**config.mk**
```make
export PLATFORM = sky130hd
export DESIGN_NAME = eth_rx_framer_flat
export DESIGN_NICKNAME = d
export VERILOG_FILES = /design/src/rtl/eth_rx_pkg.sv /design/src/rtl/eth_rx_framer_if.sv /design/src/rtl/eth_crc32_byte.sv /design/src/rtl/eth_rx_framer.sv /design/src/flat_wrapper.sv
export SDC_FILE = /design/constraint.sdc
export NUM_CORES = 1
export LEC_CHECK = 0
export BUFFER_PORTS_ARGS = -buffer_cell sky130_fd_sc_hd__buf_4
export CAP_MARGIN = 25
export CORE_MARGIN = 2
export CORE_UTILIZATION = 60
export DETAILED_ROUTE_END_ITERATION = 10
export PLACE_DENSITY = 0.88
export RECOVER_POWER = 25
export SLEW_MARGIN = 15
export SYNTH_ARGS = -nofsm -noshare
export SYNTH_HDL_FRONTEND = slang
export SYNTH_SLANG_ARGS = --single-unit
export TNS_END_PERCENT = 20
```
**constraint.sdc**
```tcl
create_clock -name clk -period 3 [get_ports clk]
set_input_delay 0.15 -clock clk [delete_from_list [all_inputs] [get_ports clk]]
set_output_delay 0.15 -clock clk [all_outputs]
set_load 0.005 [all_outputs]
```
**src/rtl/eth_rx_pkg.sv**
```systemverilog
// Shared types and constants for the Ethernet receive framer.
// Imported by the framer top and its CRC helper.
package eth_rx_pkg;

    typedef enum logic [2:0] {
        ST_WAIT_IDLE = 3'd0,
        ST_HUNT      = 3'd1,
        ST_SFD       = 3'd2,
        ST_DATA      = 3'd3,
        ST_POST      = 3'd4,
        ST_DROP      = 3'd5
    } state_e;

    localparam logic [7:0] SFD_BYTE = 8'hD5;

    // The register is kept MSB-first while data bits enter LSB-first.
    // That is the bit-reversed view of the usual reflected CRC-32,
    // so the good-frame residue appears as C704DD7B rather than DEBB20E3.
    localparam logic [31:0] CRC_POLY    = 32'h04C1_1DB7;
    localparam logic [31:0] CRC_INIT    = 32'hFFFF_FFFF;
    localparam logic [31:0] CRC_RESIDUE = 32'hC704_DD7B;

    localparam int ERR_CRC  = 0;
    localparam int ERR_RUNT = 1;
    localparam int ERR_OVER = 2;
    localparam int ERR_PHY  = 3;

    // One CRC step for a single serial data bit.
    function automatic logic [31:0] crc32_bit(
        input logic [31:0] crc,
        input logic        d
    );
        logic fb;
        fb = crc[31] ^ d;
        return {crc[30:0], 1'b0} ^ (fb ? CRC_POLY : 32'h0);
    endfunction

endpackage

```
**src/rtl/eth_rx_framer_if.sv**
```systemverilog
// Frame-buffer write port and status/acknowledge handshake
// between the receive framer and the packet RAM / software side.
interface eth_rx_framer_if #(
    parameter int ADDR_W = 11
) ();

    logic              o_wr_en;
    logic [ADDR_W-1:0] o_wr_addr;
    logic [7:0]        o_wr_data;
    logic              o_status_valid;
    logic [ADDR_W:0]   o_frame_len;
    logic [3:0]        o_err;
    logic              i_ack;

    modport master (
        output o_wr_en,
        output o_wr_addr,
        output o_wr_data,
        output o_status_valid,
        output o_frame_len,
        output o_err,
        input  i_ack
    );

    modport slave (
        input  o_wr_en,
        input  o_wr_addr,
        input  o_wr_data,
        input  o_status_valid,
        input  o_frame_len,
        input  o_err,
        output i_ack
    );

endinterface

```
**src/rtl/eth_crc32_byte.sv**
```systemverilog
// Combinational CRC-32 advance by one byte, bits taken LSB first.
// The caller owns the CRC register.
module eth_crc32_byte
    import eth_rx_pkg::*;
(
    input  logic [31:0] crc,
    input  logic [7:0]  data,
    output logic [31:0] crc_next
);

    // Unrolled serial update over the eight data bits.
    always_comb begin
        crc_next = crc;
        for (int i = 0; i < 8; i++) begin
            crc_next = crc32_bit(crc_next, data[i]);
        end
    end

endmodule

```
**src/rtl/eth_rx_framer.sv**
```systemverilog
// Ethernet receive framer: SFD hunt, byte assembly, buffer writes,
// on-the-fly CRC-32 and a per-frame status word with acknowledge.
module eth_rx_framer
    import eth_rx_pkg::*;
#(
    parameter int PHY_W   = 2,
    parameter int ADDR_W  = 11,
    parameter int MAX_LEN = 1536,
    parameter int MIN_LEN = 64,
    parameter int CNT_W   = 16
) (
    input  logic               clk,
    input  logic               rst,
    input  logic               i_sample_en,
    input  logic [PHY_W-1:0]   i_rxd,
    input  logic               i_rx_dv,
    input  logic               i_rx_er,
    eth_rx_framer_if.master    bus,
    output logic [CNT_W-1:0]   o_drop_cnt,
    output logic               o_busy
);

    localparam int LEN_W = ADDR_W + 1;
    localparam logic [1:0] SYM_LAST = 2'(8 / PHY_W - 1);
    localparam logic [LEN_W-1:0] LEN_MAX = LEN_W'(MAX_LEN);
    localparam logic [LEN_W-1:0] LEN_SAT = LEN_W'(MAX_LEN + 1);
    localparam logic [LEN_W-1:0] LEN_MIN = LEN_W'(MIN_LEN);

    state_e             state;
    logic [7:0]         sr;
    logic [7:0]         sr_nx;
    logic [1:0]         sym_cnt;
    logic [LEN_W-1:0]   len;
    logic [31:0]        crc;
    logic [31:0]        crc_nx;
    logic               over_f;
    logic               phy_f;
    logic               byte_done;
    logic               byte_keep;
    logic               hunt_hit;
    logic [3:0]         post_err;

    logic               wr_en;
    logic [ADDR_W-1:0]  wr_addr;
    logic [7:0]         wr_data;
    logic               status_valid;
    logic [LEN_W-1:0]   frame_len;
    logic [3:0]         err;
    logic [CNT_W-1:0]   drop_cnt;

    assign sr_nx = {i_rxd, sr[7:PHY_W]};

    assign byte_done = (state == ST_DATA) && i_sample_en
                       && i_rx_dv && (sym_cnt == SYM_LAST);
    assign byte_keep = byte_done && (len < LEN_MAX);
    assign hunt_hit  = (state == ST_HUNT) && i_sample_en && i_rx_dv;

    eth_crc32_byte u_crc (
        .crc      (crc),
        .data     (sr_nx),
        .crc_next (crc_nx)
    );

    // Error word captured when a frame closes.
    always_comb begin
        post_err           = '0;
        post_err[ERR_CRC]  = (crc != CRC_RESIDUE);
        post_err[ERR_RUNT] = (len < LEN_MIN);
        post_err[ERR_OVER] = over_f;
        post_err[ERR_PHY]  = phy_f || (sym_cnt != 2'd0);
    end

    // Frame state machine with shift register, length and CRC tracking.
    always_ff @(posedge clk) begin
        if (rst) begin
            state   <= ST_WAIT_IDLE;
            sr      <= '0;
            sym_cnt <= '0;
            len     <= '0;
            crc     <= '0;
            over_f  <= 1'b0;
            phy_f   <= 1'b0;
        end else begin
            unique case (state)
                ST_WAIT_IDLE: begin
                    if (i_sample_en && !i_rx_dv)
                        state <= ST_HUNT;
                end
                ST_HUNT: begin
                    sr <= '0;
                    if (hunt_hit) begin
                        if (status_valid) begin
                            state <= ST_DROP;
                        end else begin
                            state <= ST_SFD;
                            sr    <= {i_rxd, {(8 - PHY_W){1'b0}}};
                        end
                    end
                end
                ST_SFD: begin
                    if (i_sample_en) begin
                        if (!i_rx_dv) begin
                            state <= ST_HUNT;
                        end else begin
                            sr <= sr_nx;
                            if (sr_nx == SFD_BYTE) begin
                                state   <= ST_DATA;
                                sym_cnt <= '0;
                                len     <= '0;
                                crc     <= CRC_INIT;
                                over_f  <= 1'b0;
                                phy_f   <= 1'b0;
                            end
                        end
                    end
                end
                ST_DATA: begin
                    if (i_sample_en) begin
                        if (!i_rx_dv) begin
                            state <= ST_POST;
                        end else begin
                            sr <= sr_nx;
                            if (i_rx_er)
                                phy_f <= 1'b1;
                            if (sym_cnt == SYM_LAST) begin
                                sym_cnt <= '0;
                                crc     <= crc_nx;
                                if (len != LEN_SAT)
                                    len <= len + 1'b1;
                                if (len >= LEN_MAX)
                                    over_f <= 1'b1;
                            end else begin
                                sym_cnt <= sym_cnt + 2'd1;
                            end
                        end
                    end
                end
                ST_POST: begin
                    state <= ST_HUNT;
                end
                ST_DROP: begin
                    if (i_sample_en && !i_rx_dv)
                        state <= ST_HUNT;
                end
                default: begin
                    state <= ST_WAIT_IDLE;
                end
            endcase
        end
    end

    // Buffer write strobe, one cycle after the last symbol of a byte.
    always_ff @(posedge clk) begin
        if (rst) begin
            wr_en   <= 1'b0;
            wr_addr <= '0;
            wr_data <= '0;
        end else begin
            wr_en <= byte_keep;
            if (byte_keep) begin
                wr_addr <= len[ADDR_W-1:0];
                wr_data <= sr_nx;
            end
        end
    end

    // Status word: posted on frame close, cleared by acknowledge.
    always_ff @(posedge clk) begin
        if (rst) begin
            status_valid <= 1'b0;
            frame_len    <= '0;
            err          <= '0;
        end else if (state == ST_POST) begin
            status_valid <= 1'b1;
            frame_len    <= len;
            err          <= post_err;
        end else if (bus.i_ack && status_valid) begin
            status_valid <= 1'b0;
            frame_len    <= '0;
            err          <= '0;
        end
    end

    // Saturating count of frames refused while a status is pending.
    always_ff @(posedge clk) begin
        if (rst) begin
            drop_cnt <= '0;
        end else if (hunt_hit && status_valid && (drop_cnt != '1)) begin
            drop_cnt <= drop_cnt + 1'b1;
        end
    end

    assign o_busy     = (state == ST_SFD) || (state == ST_DATA);
    assign o_drop_cnt = drop_cnt;

    assign bus.o_wr_en        = wr_en;
    assign bus.o_wr_addr      = wr_addr;
    assign bus.o_wr_data      = wr_data;
    assign bus.o_status_valid = status_valid;
    assign bus.o_frame_len    = frame_len;
    assign bus.o_err          = err;

endmodule
```
**src/flat_wrapper.sv**
```systemverilog
// flat-port wrapper written by rule: the top's interface ports become plain ports
module eth_rx_framer_flat import eth_rx_pkg::*;
#(
    parameter int PHY_W   = 2,
    parameter int ADDR_W  = 11,
    parameter int MAX_LEN = 1536,
    parameter int MIN_LEN = 64,
    parameter int CNT_W   = 16
)
  (clk, rst, i_sample_en, i_rxd, i_rx_dv, i_rx_er, o_drop_cnt, o_busy, bus_o_wr_en, bus_o_wr_addr, bus_o_wr_data, bus_o_status_valid, bus_o_frame_len, bus_o_err, bus_i_ack);
  eth_rx_framer_if #(.ADDR_W(ADDR_W)) bus_i ();
  input  logic clk;
  input  logic rst;
  input  logic i_sample_en;
  input  logic [PHY_W-1:0] i_rxd;
  input  logic i_rx_dv;
  input  logic i_rx_er;
  output logic [CNT_W-1:0] o_drop_cnt;
  output logic o_busy;
  output wire logic [$bits(bus_i.o_wr_en)-1:0] bus_o_wr_en;
  output wire logic [$bits(bus_i.o_wr_addr)-1:0] bus_o_wr_addr;
  output wire logic [$bits(bus_i.o_wr_data)-1:0] bus_o_wr_data;
  output wire logic [$bits(bus_i.o_status_valid)-1:0] bus_o_status_valid;
  output wire logic [$bits(bus_i.o_frame_len)-1:0] bus_o_frame_len;
  output wire logic [$bits(bus_i.o_err)-1:0] bus_o_err;
  input wire logic [$bits(bus_i.i_ack)-1:0] bus_i_ack;
  assign bus_o_wr_en = bus_i.o_wr_en;
  assign bus_o_wr_addr = bus_i.o_wr_addr;
  assign bus_o_wr_data = bus_i.o_wr_data;
  assign bus_o_status_valid = bus_i.o_status_valid;
  assign bus_o_frame_len = bus_i.o_frame_len;
  assign bus_o_err = bus_i.o_err;
  assign bus_i.i_ack = bus_i_ack;
  eth_rx_framer #(.PHY_W(PHY_W), .ADDR_W(ADDR_W), .MAX_LEN(MAX_LEN), .MIN_LEN(MIN_LEN), .CNT_W(CNT_W)) u_core (.clk(clk), .rst(rst), .i_sample_en(i_sample_en), .i_rxd(i_rxd), .i_rx_dv(i_rx_dv), .i_rx_er(i_rx_er), .bus(bus_i), .o_drop_cnt(o_drop_cnt), .o_busy(o_busy));
endmodule
```
Yosys cells after proc, flatten, opt, wreduce, memory -nomap -nowiden
Index checks and enable logic that the tools add are counted.

word-level totals
  input port bits = 8
  flip-flop bits (word level) = 112
  output and inout bits = 54
  word-level logic and storage cells = 150

operators by class
  bitwise logic cells = 16
  equal/unequal tests = 25
  reductions and logical operators = 27
  mux-type cells = 62
  order comparisons = 3
  add/subtract/negate cells = 3

operators by type and width
  kind                                                                  number
  bitwise XOR 32 x 27 -> 32 bit                                         8
  two-way mux 27 bit                                                    8
  two-way mux 32 bit                                                    6
  two-way mux 12 bit                                                    9
  one-hot mux 32 bit (2 select lines)                                   1
  two-way mux 8 bit                                                     4
  inequality test 32 bit (second input constant)                        1
  two-way mux 3 bit                                                     8
  one-hot mux 12 bit (2 select lines)                                   1
  inequality test 2 bit (second input constant)                         9
  adder 16 x 1 -> 16 bit (second input constant)                        1
  inequality test 16 bit (second input constant)                        1
  one-hot mux 8 bit (2 select lines)                                    1
  AND reduction 8 bit                                                   2
  one-hot mux 3 bit (5 select lines)                                    1
  AND reduction 7 bit                                                   2
  adder 12 x 1 -> 12 bit (second input constant)                        1
  greater-or-equal comparator 12 x 11 -> 1 bit (second input constant)  1
  < comparator 12 x 11 -> 1 bit (second input constant)                 1
  < comparator 12 x 7 -> 1 bit (second input constant)                  1
  two-way mux 1 bit                                                     12
  two-way mux 2 bit                                                     6
  inequality test 12 x 11 -> 1 bit (second input constant)              1
  AND reduction 6 bit                                                   2
  other kinds (19)                                                      48

Longest topological paths before layout
Gate-level depths: netlist of the first run.

  word-level depth = 28
  depth in mapped cells = 8
  mapped depth without buffers = 7

By module
Synthesis of the first run repeated with hierarchy kept, for this count alone.

unflattened totals
  cell total of the unflattened synthesis = 625
  area, all modules = 5691.7 um^2

modules (own cells, without submodules)
  module          cells each  area an instance (um^2)  sequential area each (um^2)  instances
  eth_rx_framer   562         4702.0                   2202.1                       1
  eth_crc32_byte  63          989.7                    0.0                          1

Least setup slack after synthesis of the first run
Ideal clock, no wire load.

  path type = flip-flop to flip-flop
  start point = register u_core.crc[24]
  end point = register u_core.crc[8]
  library setup time = 0.086 ns
  cell stages (with the launch flop) = 6
  data arrival time = 1.898 ns
  slack = 1.016 ns
  required time = 2.914 ns
  path buffers = 0
  cell sequence = dfxtp_1 xor2_2 xnor3_2 xnor3_2 xnor2_1 a211oi_1

on the way
  word-level cells in the longest chain between the ends = 14

ends and longest elaborated chain
  element                                      RTL line              text
  start, declared                              eth_rx_framer.sv:34   logic [31:0] crc;
  start signal, assigned                       eth_rx_framer.sv:127  crc <= crc_nx;
  bitwise XOR 32 x 27 -> 32 bit (7 in series)  eth_rx_pkg.sv:35      return {crc[30:0], 1'b0} ^ (fb ? CRC_POLY : 32'h0);
  bitwise XOR 1 bit                            eth_rx_pkg.sv:34      fb = crc[31] ^ d;
  two-way mux 27 bit                           eth_rx_pkg.sv:35
  bitwise XOR 32 x 27 -> 32 bit                eth_rx_pkg.sv:35
  two-way mux 32 bit                           eth_rx_framer.sv:125  if (sym_cnt == SYM_LAST) begin
  two-way mux 32 bit                           eth_rx_framer.sv:119  if (!i_rx_dv) begin
  two-way mux 32 bit                           eth_rx_framer.sv:118  if (i_sample_en) begin
  one-hot mux 32 bit (2 select lines)          eth_rx_framer.sv:84   unique case (state)

No other way between the ends. The select of a mux whose other input is x is not followed.
A chain may end at the register's enable or synchronous reset.

Worst setup path in the final report of the first run
  start point = register u_core.state[0]
  end point = register u_core.drop_cnt[9], in the netlist u_core.o_drop_cnt[9]

on the way
  word-level cells in the longest chain between the ends = 5

ends and longest elaborated chain
  element                          RTL line              text
  start, declared                  eth_rx_framer.sv:29   state_e state;
  start signal, assigned           eth_rx_framer.sv:76   state <= ST_WAIT_IDLE;
  start signal, assigned           eth_rx_framer.sv:87   state <= ST_HUNT;
  start signal, assigned           eth_rx_framer.sv:93   state <= ST_DROP;
  equality test 3 x 1 -> 1 bit     eth_rx_framer.sv:56   assign hunt_hit = (state == ST_HUNT) && i_sample_en && i_rx_dv;
  logical AND 1 bit (2 in series)  eth_rx_framer.sv:56
  logical AND 1 bit (2 in series)  eth_rx_framer.sv:188  end else if (hunt_hit && status_valid && (drop_cnt != '1)) begin
  end signal, assigned             eth_rx_framer.sv:189  drop_cnt <= drop_cnt + 1'b1;
  end, declared                    eth_rx_framer.sv:49   logic [CNT_W-1:0] drop_cnt;

No other way between the ends.

==> flow_summary.toml, run 1 <==
[yosys]
postSynth.asyncResetShare = 0
synth.ff_latch_count = 110
number_of_enable_type_register_cells_in_the_synthesized_netlist = 0
synth_flop_type = "dfxtp_1"
post_synth_num_cell_types = 54
synth_seq_area_share = 0.422
synth_warnings = 0
synth_cells = 586
syn_area_per_cell_sq_um = 8.91
synth_net_count = 600
mappedNetlistArea_sq_um = 5220

[critical_path]
worst_ep_arrival_time_ps = 2570
worst_r2r_path_depth = 5
timing.critical_path.fanout_max = 18
worst_setup_path_end_kind = "flip-flop"
worstReg2RegEnd = "u_core.o_drop_cnt[9]$_SDFFE_PP0P_"
timing.critical_path.required_ps = 3240
worstReg2RegStart = "u_core.state[0]$_SDFFE_PP0P_"
startpoint_type_of_the_worst_setup_path = "flip-flop"
timing.setup.critical_path_class = "flip-flop to flip-flop"
r2r_slack_ps = 670

[die]
dieWidth_um = 97.3
boundaryPins = 62
floorplan.initialDensity = 0.607
die_h_um = 97.3
std_cell_rows = 34
fp.dieArea_sq_um = 9460
design.core.area_sq_um = 8590

[cells_and_area]
antenna_cells = 0
mostFrequentLayoutCell = "dfxtp_1"
final_layout_size_suffix_gt1_frac = 0.171
layout_cells_excl_fill = 750
mostFrequentLayoutCells = "dfxtp_1, nor2_1, nand2_1, xnor2_1, a21oi_1"
area_growth_syn_to_layout_pct = 14.4
nets = 651

[status]
outcome = "finished clean"

[route]
totalWireLength_um = 12500
drc = 0
dr_total_vias = 4543
drt_iter0_markers = 363
antenna_left = 0
wire_per_inst_um = 16.7
drt_pass1_iterations = 5
via_per_inst = 6.06

[hold_path]
worstHoldStart = "i_rxd[0]"
worstHoldPathType = "primary input to flip-flop"
worstHoldEndpoint = "u_core.bus.o_wr_data[6]$_SDFFE_PP0P_"
worst_hold_path_cell_count = 3

[sta]
relSlewSlack = 0.396
min_period_over_period = 0.776
setup_violations = 0
rsz0062_at_grt = "no"
total_count_of_max_transition_violations_in_the_final_report = 0
finalClockSkew_ps = 11.0
max_clock_freq_mhz = 430
tightest_slew_ps = 906
setup_total_negative_slack_ps = 0
period_needed_ps = 2330
hold_viol = 0

[placement]
dp.cells = 734
place.port_buffers = 61
dpl.hpwl_um = 8420
routabilityCongestion = 0.965

[clock_network]
tritoncts.num_buffers = 9
cts-root-buf = "clkbuf_8"
post_cts_buffers = 0
ctsResizeCount = 0
tritoncts = "built"
clock_tree.htree_level_count = 3
clkTransAtPathRegs_ps = 100
cts_hold_buf = 0
clk-insertion-delay-late_ps = 380
buffer_depth_of_the_longest_clock_path = 2
cts.sinks = 110

[power]
static-leakage-power_nw = 2.16
worst_vdd_ir_uv = 281
power_per_cell_area_nw_per_um2 = 437

[grt]
grt_max_degree = 87
antenna_found_initial = 0
grt_first_pass_wirelength_um = 20700
overflow_after_grt = 0
global_routing_usage_summed_across_all_routing_layers = 0.265
number_of_global_route_vias_before_repair = 4223

[job]
timing.max_cap.violations = 0
[area by class of cell]
class	instances	area, sq um
Tap cell	108	135
Sequential cell	110	2200
Clock inverter	7	105
Fill cell	671	2620
Timing Repair Buffer	73	541
Inverter	10	37.5
Multi-Input combinational cell	433	2830
Clock buffer	9	124
[synth_stat cells, types with 3 or more instances]
cell / count / share of area
a211oi_1: 13 / 0.019
a21oi_1: 42 / 0.040
a22oi_1: 16 / 0.023
a311oi_1: 4 / 0.0067
a32oi_1: 3 / 0.0050
and2_1: 4 / 0.0048
and3_1: 6 / 0.0072
and4_1: 4 / 0.0067
and4b_1: 3 / 0.0058
buf_2: 3 / 0.0029
clkbuf_1: 26 / 0.019
dfxtp_1: 110 / 0.42
ha_1: 6 / 0.014
inv_1: 10 / 0.0072
nand2_1: 57 / 0.041
nand3_1: 16 / 0.015
nand4_1: 15 / 0.018
nor2_1: 76 / 0.055
nor2b_1: 3 / 0.0036
nor3_1: 8 / 0.0077
nor4_1: 5 / 0.0060
o21ai_0: 12 / 0.012
o221a_2: 5 / 0.011
o22ai_1: 7 / 0.0084
or3_1: 3 / 0.0036
xnor2_1: 55 / 0.092
xnor2_2: 7 / 0.022
xor2_1: 26 / 0.044
[worst max-delay path by stage]
stage	from	to	slack (ps)	cells past startpoint
floorplan	u_core.crc[24]$_SDFFE_PP0P_	u_core.crc[8]$_SDFFE_PP0P_	1020	5
global placement	u_core.state[1]$_SDFFE_PP0P_	u_core.bus.o_wr_addr[6]$_SDFFE_PP0P_	860	5
detailed placement	u_core.state[1]$_SDFFE_PP0P_	u_core.bus.o_wr_addr[2]$_SDFFE_PP0P_	730	5
CTS	u_core.state[0]$_SDFFE_PP0P_	u_core.o_drop_cnt[9]$_SDFFE_PP0P_	700	5
global route	u_core.state[0]$_SDFFE_PP0P_	u_core.o_drop_cnt[15]$_SDFFE_PP0P_	450	5
finish	u_core.state[0]$_SDFFE_PP0P_	u_core.o_drop_cnt[9]$_SDFFE_PP0P_	670	5
[state kept, by name, indices dropped and copies added, names as in the netlist, 2 cells and up]
name	count
u_core.crc	32
u_core.o_drop_cnt	16
u_core.bus.o_frame_len	12
u_core.len	12
u_core.bus.o_wr_addr	11
u_core.bus.o_wr_data	8
u_core.sr	6
u_core.bus.o_err	4
u_core.state	3
u_core.sym_cnt	2
[cells by family after synthesis]
kind of cell | Yosys count | share of synthesized area
AO/OA/AOI/OAI | 114 | 0.144
buffers and inverters | 43 | 0.0369
flip-flops | 110 | 0.422
XOR/XNOR | 91 | 0.170
multiplexers | 2 | 0.00384
adder cells (fa/ha/maj) | 6 | 0.0144
AND/OR/NAND/NOR | 220 | 0.209
[report_power, final]
part,switching [mW],internal [mW],leakage (nW)
sequential,0.00845,1.46,0.886
clock,0.526,0.482,0.112
combinational,0.0794,0.0513,1.16
total,0.614,1.99,2.16
[through the flow]
| step | total power [mW] | hold slack (ps) | worst slack (ps) | area (sq um) | utilization |
|---|---|---|---|---|---|
| after floorplan | 1.60 | 286 | 1020 | 5220 | - |
| after global routing | 2.68 | 57.9 | 449 | 5970 | 0.695 |
| after CTS | 2.61 | 32.8 | 696 | 5980 | 0.696 |
| after detailed placement | 1.63 | 444 | 733 | 5750 | 0.669 |
| after global placement | 1.63 | 441 | 860 | 5750 | 0.669 |
| final | 2.61 | 45.1 | 673 | 5970 | 0.695 |
[per-layer routing]
metal / vias to the layer above / track usage / part of all wire
met3: 22 / 0.0439 / 0.071
met2: 195 / 0.424 / 0.48
li1: 2151 / - / -
met1: 2175 / 0.368 / 0.43
met4: 0 / 0.0855 / 0.013
met5: - / 0 / 0
[worst max-delay path, stage by stage, from the launching register on]
cell and delay (ps):
dfxtp_1 690, nor3b_2 490, nand4_1 350, nor4b_1 440, xnor2_1 170, nor2_1 50
(Power assumes the default switching activity.)
==> run 2, diff against run 1 <==
CORE_UTILIZATION = 58   (was 60)
PLACE_DENSITY = 0.85   (was 0.88)
clock period = 2.3 ns   (was 3 ns; I/O delays follow)
==> run 2 against run 1 <==
  * Design area rose by 1.2%
  * Critical path depth rose by 1
  * Worst hold slack got worse by 6.7 ps
  * Via count rose by 0.37%
  * Routed wire length rose by 0.64%
  * Combinational power rose by 44%
==> flow_summary.toml, run 2 (same netlist as run 1, synthesis figures left out) <==
[placement]
routabilityCongestion = 0.933
place.port_buffers = 61
dpl.hpwl_um = 9030

[critical_path]
worst_r2r_path_depth = 6
timing.setup.critical_path_class = "flip-flop to flip-flop"
slowest_cell_on_the_critical_path = "o31ai_1"
startpoint_type_of_the_worst_setup_path = "flip-flop"
critical_path.cell_chain = "nand4b_1, o31ai_1, and2_1, buf_12, nor2_1, a311oi_1"
worstSetupStartpoint = "u_core.sr[6]$_SDFFE_PP0P_"
cp_slowest_stage_delay_ps = 520
timing.critical_path.required_ps = 2570
worstReg2RegEnd = "u_core.crc[10]$_SDFFE_PP0P_"
worst_setup_path_end_kind = "flip-flop"
r2r_slack_ps = 180
path_buf_inv = 1
timing.critical_path.fanout_max = 37
worst_ep_arrival_time_ps = 2400
worstReg2RegStart = "u_core.sr[6]$_SDFFE_PP0P_"
critPathTopFamily = "compound AO/OA/AOI/OAI gates"

[cells_and_area]
mostFrequentLayoutCells = "dfxtp_1, nor2_1, nand2_1, xnor2_1, a21oi_1"
largest_register_ffs = 32
antenna_cells = 0
top_register = "u_core.crc"
nets = 660
filler_cell_count = 669
area_growth_syn_to_layout_pct = 15.7
mostFrequentLayoutCell = "dfxtp_1"
final_layout_size_suffix_gt1_frac = 0.186

[power]
power_per_cell_area_nw_per_um2 = 553
seqPwrFrac = 0.572
static-leakage-power_nw = 2.21
pwr-share-clk = 0.371
switchingPower_mw = 0.783
internal_power_mw = 2.56
worst_vdd_ir_uv = 316
power.combinational.fraction = 0.056
power.switching_fraction = 0.234

[sta]
setup_violations = 0
period_needed_ps = 2120
relSlewSlack = 0.514
hold_viol = 0
min_period_over_period = 0.924
tightest_slew_ps = 724
max_clock_freq_mhz = 471
total_count_of_max_transition_violations_in_the_final_report = 0
setup_total_negative_slack_ps = 0
whs_ps = 38.5
rsz0062_at_grt = "no"
finalClockSkew_ps = 11.4

[clock_network]
tritoncts.num_buffers = 9
clk-insertion-delay-late_ps = 370
cts-root-buf = "clkbuf_8"
clkTransAtPathRegs_ps = 100
cts_hold_buf = 0
post_cts_buffers = 0
tritoncts = "built"
clock_tree.htree_level_count = 3
buffer_depth_of_the_longest_clock_path = 2
cts.sinks = 110

[hold_path]
worst_hold_path_cell_count = 3
worstHoldStart = "i_rxd[1]"
worstHoldEndpoint = "u_core.bus.o_wr_data[7]$_SDFFE_PP0P_"
worstHoldPathType = "primary input to flip-flop"

[grt]
antenna_found_initial = 0
global_routing_usage_summed_across_all_routing_layers = 0.258
number_of_global_route_vias_before_repair = 4188
grt_max_degree = 45
grt_first_pass_wirelength_um = 20800
overflow_after_grt = 0

[route]
drc = 0
totalWireLength_um = 12600
wire_per_inst_um = 16.6
antenna_left = 0
dr_total_vias = 4560
drt_pass1_iterations = 5
drt_iter0_markers = 290
via_per_inst = 6.01

[die]
design.core.area_sq_um = 8720
boundaryPins = 62
fp.dieArea_sq_um = 9780
floorplan.initialDensity = 0.599
std_cell_rows = 34
dieWidth_um = 98.9
die_h_um = 98.9

[job]
timing.max_cap.violations = 0

[status]
outcome = "finished clean"
## run 2: cell types whose count changed in the layout (fill, tap and decap cells not counted), sizes merged
cell | before | now
bufinv | 2 | 1
buf | 32 | 42
clkinv | 2 | 1
clkbuf | 50 | 51
## run 2: cell type report
type / instances / area, sq um / share of cell area
Multi-Input combinational cell: 433 / 2830 / 0.468
Sequential cell: 110 / 2200 / 0.364
Timing Repair Buffer: 82 / 622 / 0.103
Clock buffer: 11 / 151 / 0.0251
Tap cell: 108 / 135 / 0.0224
Clock inverter: 5 / 65.1 / 0.0108
Inverter: 10 / 37.5 / 0.00621
## run 2: timing repair
item | 4_1_cts | 5_1_grt
resized for setup | 0 | 1
endpoints found under the hold margin | 0 | 0
endpoints found under the setup margin | 0 | 1
## run 2: metal layers
metal,share of wire,global-route usage,up-vias
met3,0.059,0.0461,21
met1,0.45,0.370,2197
met5,0,0,-
met2,0.48,0.404,173
li1,-,-,2169
met4,0.015,0.0643,0
## run 2: how the worst max path moves through the flow
stage | slack [ps] | cells after the start | end
after detailed placement | 210 | 6 | u_core.crc[10]$_SDFFE_PP0P_
final | 180 | 6 | u_core.crc[10]$_SDFFE_PP0P_
after floorplan | 320 | 5 | u_core.crc[8]$_SDFFE_PP0P_
after global routing | 7 | 6 | u_core.crc[5]$_SDFFE_PP0P_
after CTS | 170 | 6 | u_core.crc[10]$_SDFFE_PP0P_
after global placement | 310 | 5 | u_core.crc[8]$_SDFFE_PP0P_
## run 2: worst reg2reg max path, stage by stage, from the launching register on
cell	delay (ps)
dfxtp_1	480
nand4b_1	240
o31ai_1	520
and2_1	270
buf_12	210
nor2_1	60
a311oi_1	240
## run 2: power by group through the flow
stage                     clock [mW]  combinational [mW]  sequential (mW)
final                           1.24               0.188             1.91
after detailed placement           0               0.183             1.96
after global placement             0               0.179             1.96
after CTS                       1.25               0.185             1.91
after global routing            1.32               0.202             1.91
after floorplan                    0               0.133             1.95
## run 2: per-stage QoR
stage,utilization,total power [mW],setup slack (ps),std cells,area (sq um)
after floorplan,-,2.09,316,586,5220
after global placement,0.667,2.14,314,742,5820
after detailed placement,0.667,2.14,208,742,5820
after CTS,0.692,3.35,168,758,6040
after global routing,0.693,3.43,7.13,759,6040
final,0.693,3.34,175,759,6040
